$ cat src/rtl/boa_extmem_sram_mw.sv
// ---------------------------------------------------------------------------
// boa_extmem_sram_mw
// Bridges a 32-bit word bus onto a narrower (8/16/32-bit) external SRAM.
// Each bus word is split into 32/dwidth beats. Each beat is held for
// 1+wait_states cycles. Write beats whose byte enables are all zero are
// skipped. Read lanes are gathered in a staging buffer and published on
// bus_rdata only when the transaction completes, so bus_rdata stays stable
// outside the DONE cycle.
//
// Ports
//   clk, rst          : clock, asynchronous active-high reset
//   bus_re, bus_we    : read request / write byte enables (write wins)
//   bus_addr          : byte address, bits [1:0] ignored
//   bus_wdata         : 32-bit write data, little-endian lanes
//   bus_rdata         : 32-bit read data, valid in DONE, held otherwise
//   bus_ready         : idle-and-free or transaction complete
//   sram_re, sram_we  : external read / write strobes
//   sram_be           : external byte-lane enables
//   sram_addr         : external word address
//   sram_wdata        : external write data
//   sram_rdata        : external read data, sampled at the end of each beat
// ---------------------------------------------------------------------------
module boa_extmem_sram_mw #(
    parameter int alen        = 19,
    parameter int dwidth      = 8,
    parameter int wait_states = 0
) (
    input  logic                                  clk,
    input  logic                                  rst,
    input  logic                                  bus_re,
    input  logic [3:0]                            bus_we,
    input  logic [alen-1:0]                       bus_addr,
    input  logic [31:0]                           bus_wdata,
    output logic [31:0]                           bus_rdata,
    output logic                                  bus_ready,
    output logic                                  sram_re,
    output logic                                  sram_we,
    output logic [dwidth/8-1:0]                   sram_be,
    output logic [alen-$clog2(dwidth/8)-1:0]      sram_addr,
    output logic [dwidth-1:0]                     sram_wdata,
    input  logic [dwidth-1:0]                     sram_rdata
);

    localparam int BPB      = dwidth / 8;
    localparam int LBPB     = $clog2(BPB);
    localparam int BEATS    = 32 / dwidth;
    localparam int BEATBITS = 2 - LBPB;
    localparam int AW       = alen - LBPB;

    typedef enum logic [1:0] {IDLE, BEAT, DONE} state_t;

    state_t           state_q, state_d;
    logic [1:0]       beat_q, beat_d;
    logic [3:0]       cnt_q, cnt_d;
    logic             write_q, write_d;
    logic [BEATS-1:0] mask_q, mask_d;
    logic [3:0]       we_q, we_d;
    logic [alen-3:0]  addr_q, addr_d;
    logic [31:0]      wdata_q, wdata_d;
    logic [31:0]      rbuf_q, rbuf_d;
    logic [31:0]      rdata_q, rdata_d;

    logic             req;
    logic             inBeat;
    logic             lastCycle;
    logic             nextFound;
    logic [1:0]       nextBeat;
    logic [1:0]       firstBeat;
    logic [BEATS-1:0] reqMask;
    logic [31:0]      rbufMerged;
    logic [AW-1:0]    wordBase;
    logic             unusedAddrBits;

    // The two low address bits only select a byte inside the word, which the
    // byte enables already express.
    assign unusedAddrBits = ^bus_addr[1:0];

    assign req       = bus_re | (|bus_we);
    assign inBeat    = (state_q == BEAT);
    assign lastCycle = (cnt_q == 4'(wait_states));

    // Base external word address of the latched bus word; low beat-index
    // bits are zero so adding the beat index never carries out of the word.
    assign wordBase = AW'(addr_q) << BEATBITS;

    // Which beats carry work: all of them for a read, only those with a
    // nonzero byte-enable slice for a write. The lowest active beat starts.
    always_comb begin
        reqMask   = '0;
        firstBeat = '0;
        for (int k = 0; k < BEATS; k++) begin
            reqMask[k] = (|bus_we) ? (|bus_we[k*BPB +: BPB]) : 1'b1;
        end
        for (int k = BEATS - 1; k >= 0; k--) begin
            if (reqMask[k]) begin
                firstBeat = 2'(k);
            end
        end
    end

    // Next active beat above the current one, so skipped beats cost nothing.
    always_comb begin
        nextFound = 1'b0;
        nextBeat  = beat_q;
        for (int k = BEATS - 1; k >= 0; k--) begin
            if ((k > int'(beat_q)) && mask_q[k]) begin
                nextFound = 1'b1;
                nextBeat  = 2'(k);
            end
        end
    end

    // Staging buffer with the current beat's lane replaced by the SRAM data.
    always_comb begin
        rbufMerged = rbuf_q;
        rbufMerged[beat_q*dwidth +: dwidth] = sram_rdata;
    end

    // External strobes are decoded from the registered state so they drop
    // the moment reset forces the FSM back to IDLE.
    assign sram_re    = inBeat & ~write_q;
    assign sram_we    = inBeat & write_q;
    assign sram_be    = inBeat ? (write_q ? we_q[beat_q*BPB +: BPB] : '1) : '0;
    assign sram_addr  = inBeat ? (wordBase + AW'(beat_q)) : '0;
    assign sram_wdata = inBeat ? wdata_q[beat_q*dwidth +: dwidth] : '0;
    assign bus_rdata  = rdata_q;
    assign bus_ready  = ~rst & (((state_q == IDLE) & ~req) | (state_q == DONE));

    // Next-state logic: accept in IDLE, step through active beats, then a
    // single DONE cycle which also publishes the gathered read word.
    always_comb begin
        state_d = state_q;
        beat_d  = beat_q;
        cnt_d   = cnt_q;
        write_d = write_q;
        mask_d  = mask_q;
        we_d    = we_q;
        addr_d  = addr_q;
        wdata_d = wdata_q;
        rbuf_d  = rbuf_q;
        rdata_d = rdata_q;
        case (state_q)
            IDLE: begin
                if (req) begin
                    state_d = BEAT;
                    write_d = |bus_we;
                    we_d    = bus_we;
                    addr_d  = bus_addr[alen-1:2];
                    wdata_d = bus_wdata;
                    mask_d  = reqMask;
                    beat_d  = firstBeat;
                    cnt_d   = '0;
                end
            end
            BEAT: begin
                if (lastCycle) begin
                    if (!write_q) begin
                        rbuf_d = rbufMerged;
                    end
                    if (nextFound) begin
                        beat_d = nextBeat;
                        cnt_d  = '0;
                    end else begin
                        state_d = DONE;
                        if (!write_q) begin
                            rdata_d = rbufMerged;
                        end
                    end
                end else begin
                    cnt_d = cnt_q + 4'd1;
                end
            end
            DONE: begin
                state_d = IDLE;
            end
            default: begin
                state_d = IDLE;
            end
        endcase
    end

    // State register; reset aborts any transaction without a completion.
    always_ff @(posedge clk or posedge rst) begin
        if (rst) begin
            state_q <= IDLE;
            beat_q  <= '0;
            cnt_q   <= '0;
            write_q <= 1'b0;
            mask_q  <= '0;
            we_q    <= '0;
            addr_q  <= '0;
            wdata_q <= '0;
            rbuf_q  <= '0;
            rdata_q <= '0;
        end else begin
            state_q <= state_d;
            beat_q  <= beat_d;
            cnt_q   <= cnt_d;
            write_q <= write_d;
            mask_q  <= mask_d;
            we_q    <= we_d;
            addr_q  <= addr_d;
            wdata_q <= wdata_d;
            rbuf_q  <= rbuf_d;
            rdata_q <= rdata_d;
        end
    end

endmodule

$ cat config.mk
export PLATFORM = sky130hd
export DESIGN_NAME = boa_extmem_sram_mw
export DESIGN_NICKNAME = d
export VERILOG_FILES = /design/src/rtl/boa_extmem_sram_mw.sv
export SDC_FILE = /design/constraint.sdc
export NUM_CORES = 1
export LEC_CHECK = 0
export BUFFER_PORTS_ARGS = -buffer_cell sky130_fd_sc_hd__buf_2
export CORE_MARGIN = 10
export CORE_UTILIZATION = 40
export DETAILED_ROUTE_END_ITERATION = 10
export PLACE_DENSITY = 0.64
export SYNTH_ARGS = -nofsm -noshare
export SYNTH_HDL_FRONTEND = slang
export SYNTH_SLANG_ARGS = --single-unit
$ cat constraint.sdc
create_clock -name clk -period 5.95 [get_ports clk]
set_input_delay 1.19 -clock clk [delete_from_list [all_inputs] [get_ports clk]]
set_output_delay 1.19 -clock clk [all_outputs]
set_load 0.02 [all_outputs]
* After elaboration in Yosys (flattened, before gate mapping)
Cells that the tools add are included.
Storage, ports and cells: flip-flop bits (word level) 130, input port bits 66, output and inout port bits 63, logic and storage cells 82
Operators by class: add/subtract/negate cells 3, order comparisons 3, eq/ne operators 8, shift operators 4, muxes and demuxes 31, bitwise logic cells 10, reductions and logical operators 13
Operators by type and width (number):
- negator 5 -> 34 bit | 1
- variable shift 8 x 34 -> 32 bit (first input constant) | 1
- variable part select 8 x 34 -> 32 bit | 1
- bitwise mux 32 bit | 1
- variable part select 32 x 6 -> 8 bit | 1
- 2-to-1 mux 2 bit | 13
- adder 19 x 2 -> 19 bit | 1
- 2-to-1 mux 19 bit | 1
- 2-to-1 mux 4 bit | 3
- 2-to-1 mux 1 bit | 9
- AND reduction 3 bit | 3
- 2-to-1 mux 8 bit | 1
- one-hot mux 2 bit (2 select lines) | 2
- one-hot mux 4 bit (2 select lines) | 1
- AND reduction 5 bit | 1
- adder 4 x 1 -> 4 bit (second input constant) | 1
- AND 1 bit | 4
- > comparator 2 bit (first input constant) | 2
- zero test 4 bit | 1
- inequality test 2 x 1 -> 1 bit (second input constant) | 2
- inequality test 2 bit (second input constant) | 2
- inequality test 4 x 1 -> 1 bit (second input constant) | 1
- NOT 1 bit | 4
- AND reduction 4 bit | 1
- other kinds (11) | 14

* Longest topological paths before layout
word-level depth 8, mapped depth 9, gate-level depth less buffers 6

* Least setup slack after synthesis
OpenSTA, ideal clock, no wires.
path type in2out, start in bus_we[0], end out bus_ready, arrival 2319 ps, data required time 4760 ps, path slack 2441 ps, stages on the path 4, path through or4_4 -> nor2_1 -> nor2_1 -> nor3_1
On the way: word-level cells in the longest chain between the ends 6
RTL lines:
- from (decl) | line 31 | input logic [3:0] bus_we,
- OR reduction 4 bit | line 78 | assign req = bus_re | (|bus_we);
- bitwise OR 1 bit | line 78
- NOT 1 bit | line 127 | assign bus_ready = ~rst & (((state_q == IDLE) & ~req) | (state_q == DONE));
- AND 1 bit | line 127
- bitwise OR 1 bit | line 127
- AND 1 bit | line 127
- to (decl) | line 35 | output logic bus_ready,
Every way passes these cells.

* Worst setup path in the final report
Same ends and word-level chain as after synthesis.

==> flow_metrics.tcl <==
set metrics [dict create \
    status "completed" \
    leakage_nw 3.56 \
    startpoint_type "primary input" \
    drt-wirelength-per-cell_um 17.8 \
    power_density_nw_per_um2 568 \
    clk_path_buf_depth 2 \
    final_cell_mix "dfrtp_1 (129), buf_2 (126), mux2_2 (51), nand2_1 (44), inv_1 (42)" \
    rsz0062_at_grt "false" \
    crit_path_end "bus_ready" \
    setup_tns_ns 0 \
    routed_wl_um 14500 \
    min_period_over_period 0.605 \
    critPathRequiredTime_ns 4.76 \
    synth.distinct_cells 42 \
    dieWidth_um 144 \
    syn_area_um2 6130 \
    end_kind "primary output" \
    min_path_type "flop to flop" \
    cts_made_buffers 17 \
    grt-ovfl-total 0 \
    crit_type "primary input to primary output" \
    irDropWorstVdd_v 0.000343 \
    syn_inst 498 \
    maxCapViolCount 0 \
    rrSetupSlack_ns 2.72 \
    ant_nets 0 \
    dp_cells 780 \
    layout.nets 686 \
    r2r_start "beat_q[0]$_DFFE_PP0P_" \
    core_region_area_um2 15100 \
    grt_pass1_wl_um 23700 \
    ctsHoldBuffers 0 \
    stdcell_count 812 \
    routabilityCongestion 0.787 \
    rows 45 \
    cts_tree "done" \
    fp.dieH_um 144 \
    io_buffers 126 \
    ioPinCount 129 \
    num_vias 4141 \
    worstSetupStartpoint "bus_we[0]" \
    dp_hpwl_um 10100 \
    relSlewSlack 0.294 \
    drt_iter0_markers 249 \
    area_growth_pct 21.5 \
    htree_num_levels 4 \
    cts_root_buf "clkbuf_16" \
    avgViaCountPerCell 5.10 \
    n_antenna_cell 0 \
    grt_pass1_vias 4504 \
    cts_num_sinks 129 \
    antenna_found_initial 0 \
    hold_viol 0 \
    clkLatencyLatePin_ns 0.42 \
    synth_nets 573 \
    cp.arrival_ns 2.41 \
    dieArea_um2 20700 \
    tightest_slew_ns 1.05 \
    setup_viol 0 \
    final_common_cell "dfrtp_1" \
    first_pass_iters 5 \
    period_minus_slack_ns 3.60 \
    skew_ns 0.00942 \
    yosysWarningCount 0 \
    critPathMaxFanout 5 \
    clkTransAtPathRegs_ns 0.05 \
    postCtsResizedCells 0 \
    start_util 0.406 \
    nFillCells 1366 \
    hold_slack_ns 0.494 \
    yosysSeqAreaShare 0.526 \
    r2r-end "bus_rdata[28]$_DFFE_PP0P_" \
    synth-seq-cells 129 \
    drc 0 \
    postCtsSetupBuffers 0 \
    grt_use_total 0.146 \
    fmax_ghz 0.278 \
    drv_slew 0 \
    synth_area_per_cell_um2 12.3 \
    reg2reg_depth 5 \
    grt_start_max_net_pins 75 \
    drive_above_1_share 0.425 \
]
-- area by class of cell --
class / instances / area [um2] / area share
multi-input cells: 291 / 2540 / 0.341
clock buffers: 22 / 474 / 0.0637
flip-flops and latches: 129 / 3230 / 0.433
repair buffers: 129 / 653 / 0.0877
well taps: 188 / 235 / 0.0316
clock inverters: 10 / 156 / 0.0210
inverters: 43 / 164 / 0.0220
-- kinds of logic after synthesis --
logic type                 after synthesis  share of synthesized area
DFF                                    129                      0.526
buffers and inverters                   78                     0.0636
and+or+nand+nor                        102                     0.0877
adders and majority gates                9                     0.0184
muxes                                   94                      0.207
AOI/OAI and AO/OA                       85                     0.0951
xor gates and xnor gates                 1                    0.00143
-- worst max-delay path, cell delays in order --
cell and delay, ns:
buf_2 0.13, or4_4 0.57, nor2_1 0.11, nor2_1 0.04, nor3_1 0.16, buf_2 0.21
-- per-layer routing --
metal	up-vias	global-route usage	part of all wire
li1	1938	-	-
met1	2047	0.180	0.44
met2	143	0.223	0.46
met3	13	0.0706	0.096
met4	0	0.0408	0.0082
met5	-	0	0
-- metrics by stage --
step	power [mW]	setup slack [ns]	util	area [um2]
2_1_floorplan	2.66	1.32	-	6130
6_report	4.23	2.35	0.494	7450
5_1_grt	4.51	2.26	0.494	7450
3_3_place_gp	3.09	2.37	0.451	6810
3_5_place_dp	3.16	2.34	0.451	6810
4_1_cts	4.28	2.34	0.493	7440
-- report_power, final --
| group | internal (mW) | switching [mW] |
|---|---|---|
| sequential | 1.23 | 0.231 |
| combinational | 0.782 | 0.876 |
| clock | 0.732 | 0.376 |
| total | 2.75 | 1.48 |
-- flip-flops by register name, summed over array words and instances (netlist names) --
signal / cells
bus_rdata: 32
rbuf_q: 32
wdata_q: 32
addr_q: 17
cnt_q: 4
we_q: 4
mask_q: 3
beat_q: 2
state_q: 2
write_q: 1
-- cell usage after synthesis --
cell type	count	area, um2
dfrtp_1	129	3230
mux2_2	51	574
nand2_1	44	165
inv_1	43	161
o21ai_0	35	175
a22o_1	32	280
mux2_4	30	450
and2_1	26	163
buf_2	18	90.1
nor2_1	13	48.8
clkbuf_1	9	33.8
ha_1	9	113
mux4_2	9	203
a21oi_1	8	40.0
and2_2	5	37.5
mux2_1	4	45.0
buf_12	3	60.1
buf_6	3	33.8
nor4bb_1	3	30.0
nor3_1	2	10.0
a221o_1	1	10.0
a221oi_1	1	8.76
a32oi_1	1	8.76
and3b_1	1	8.76
and4b_1	1	10.0
buf_1	1	3.75
buf_4	1	7.51
nand2b_2	1	8.76
nand3_1	1	5.00
nor2b_1	1	6.26
nor3_4	1	16.3
nor4_1	1	6.26
o211ai_1	1	7.51
o21a_1	1	7.51
o21ai_2	1	8.76
o22ai_1	1	6.26
o31a_2	1	10.0
o32ai_1	1	8.76
o41a_1	1	11.3
or3b_4	1	11.3
or4_4	1	11.3
xnor2_1	1	8.76
-- how the worst min path moves through the flow --
stage                                        from  depth (start not counted)                       to  slack [ns]
after detailed placement   rbuf_q[25]$_DFFE_PP0P_                          1   rbuf_q[25]$_DFFE_PP0P_        0.48
after floorplan               we_q[0]$_DFFE_PP0P_                          2      we_q[0]$_DFFE_PP0P_        0.44
after global placement    wdata_q[28]$_DFFE_PP0P_                          1  wdata_q[28]$_DFFE_PP0P_        0.47
final                     wdata_q[19]$_DFFE_PP0P_                          1  wdata_q[19]$_DFFE_PP0P_        0.49
after global routing        addr_q[3]$_DFFE_PP0P_                          1    addr_q[3]$_DFFE_PP0P_        0.51
after CTS                   addr_q[3]$_DFFE_PP0P_                          1    addr_q[3]$_DFFE_PP0P_        0.50
Power figures use the tool's default switching activity.
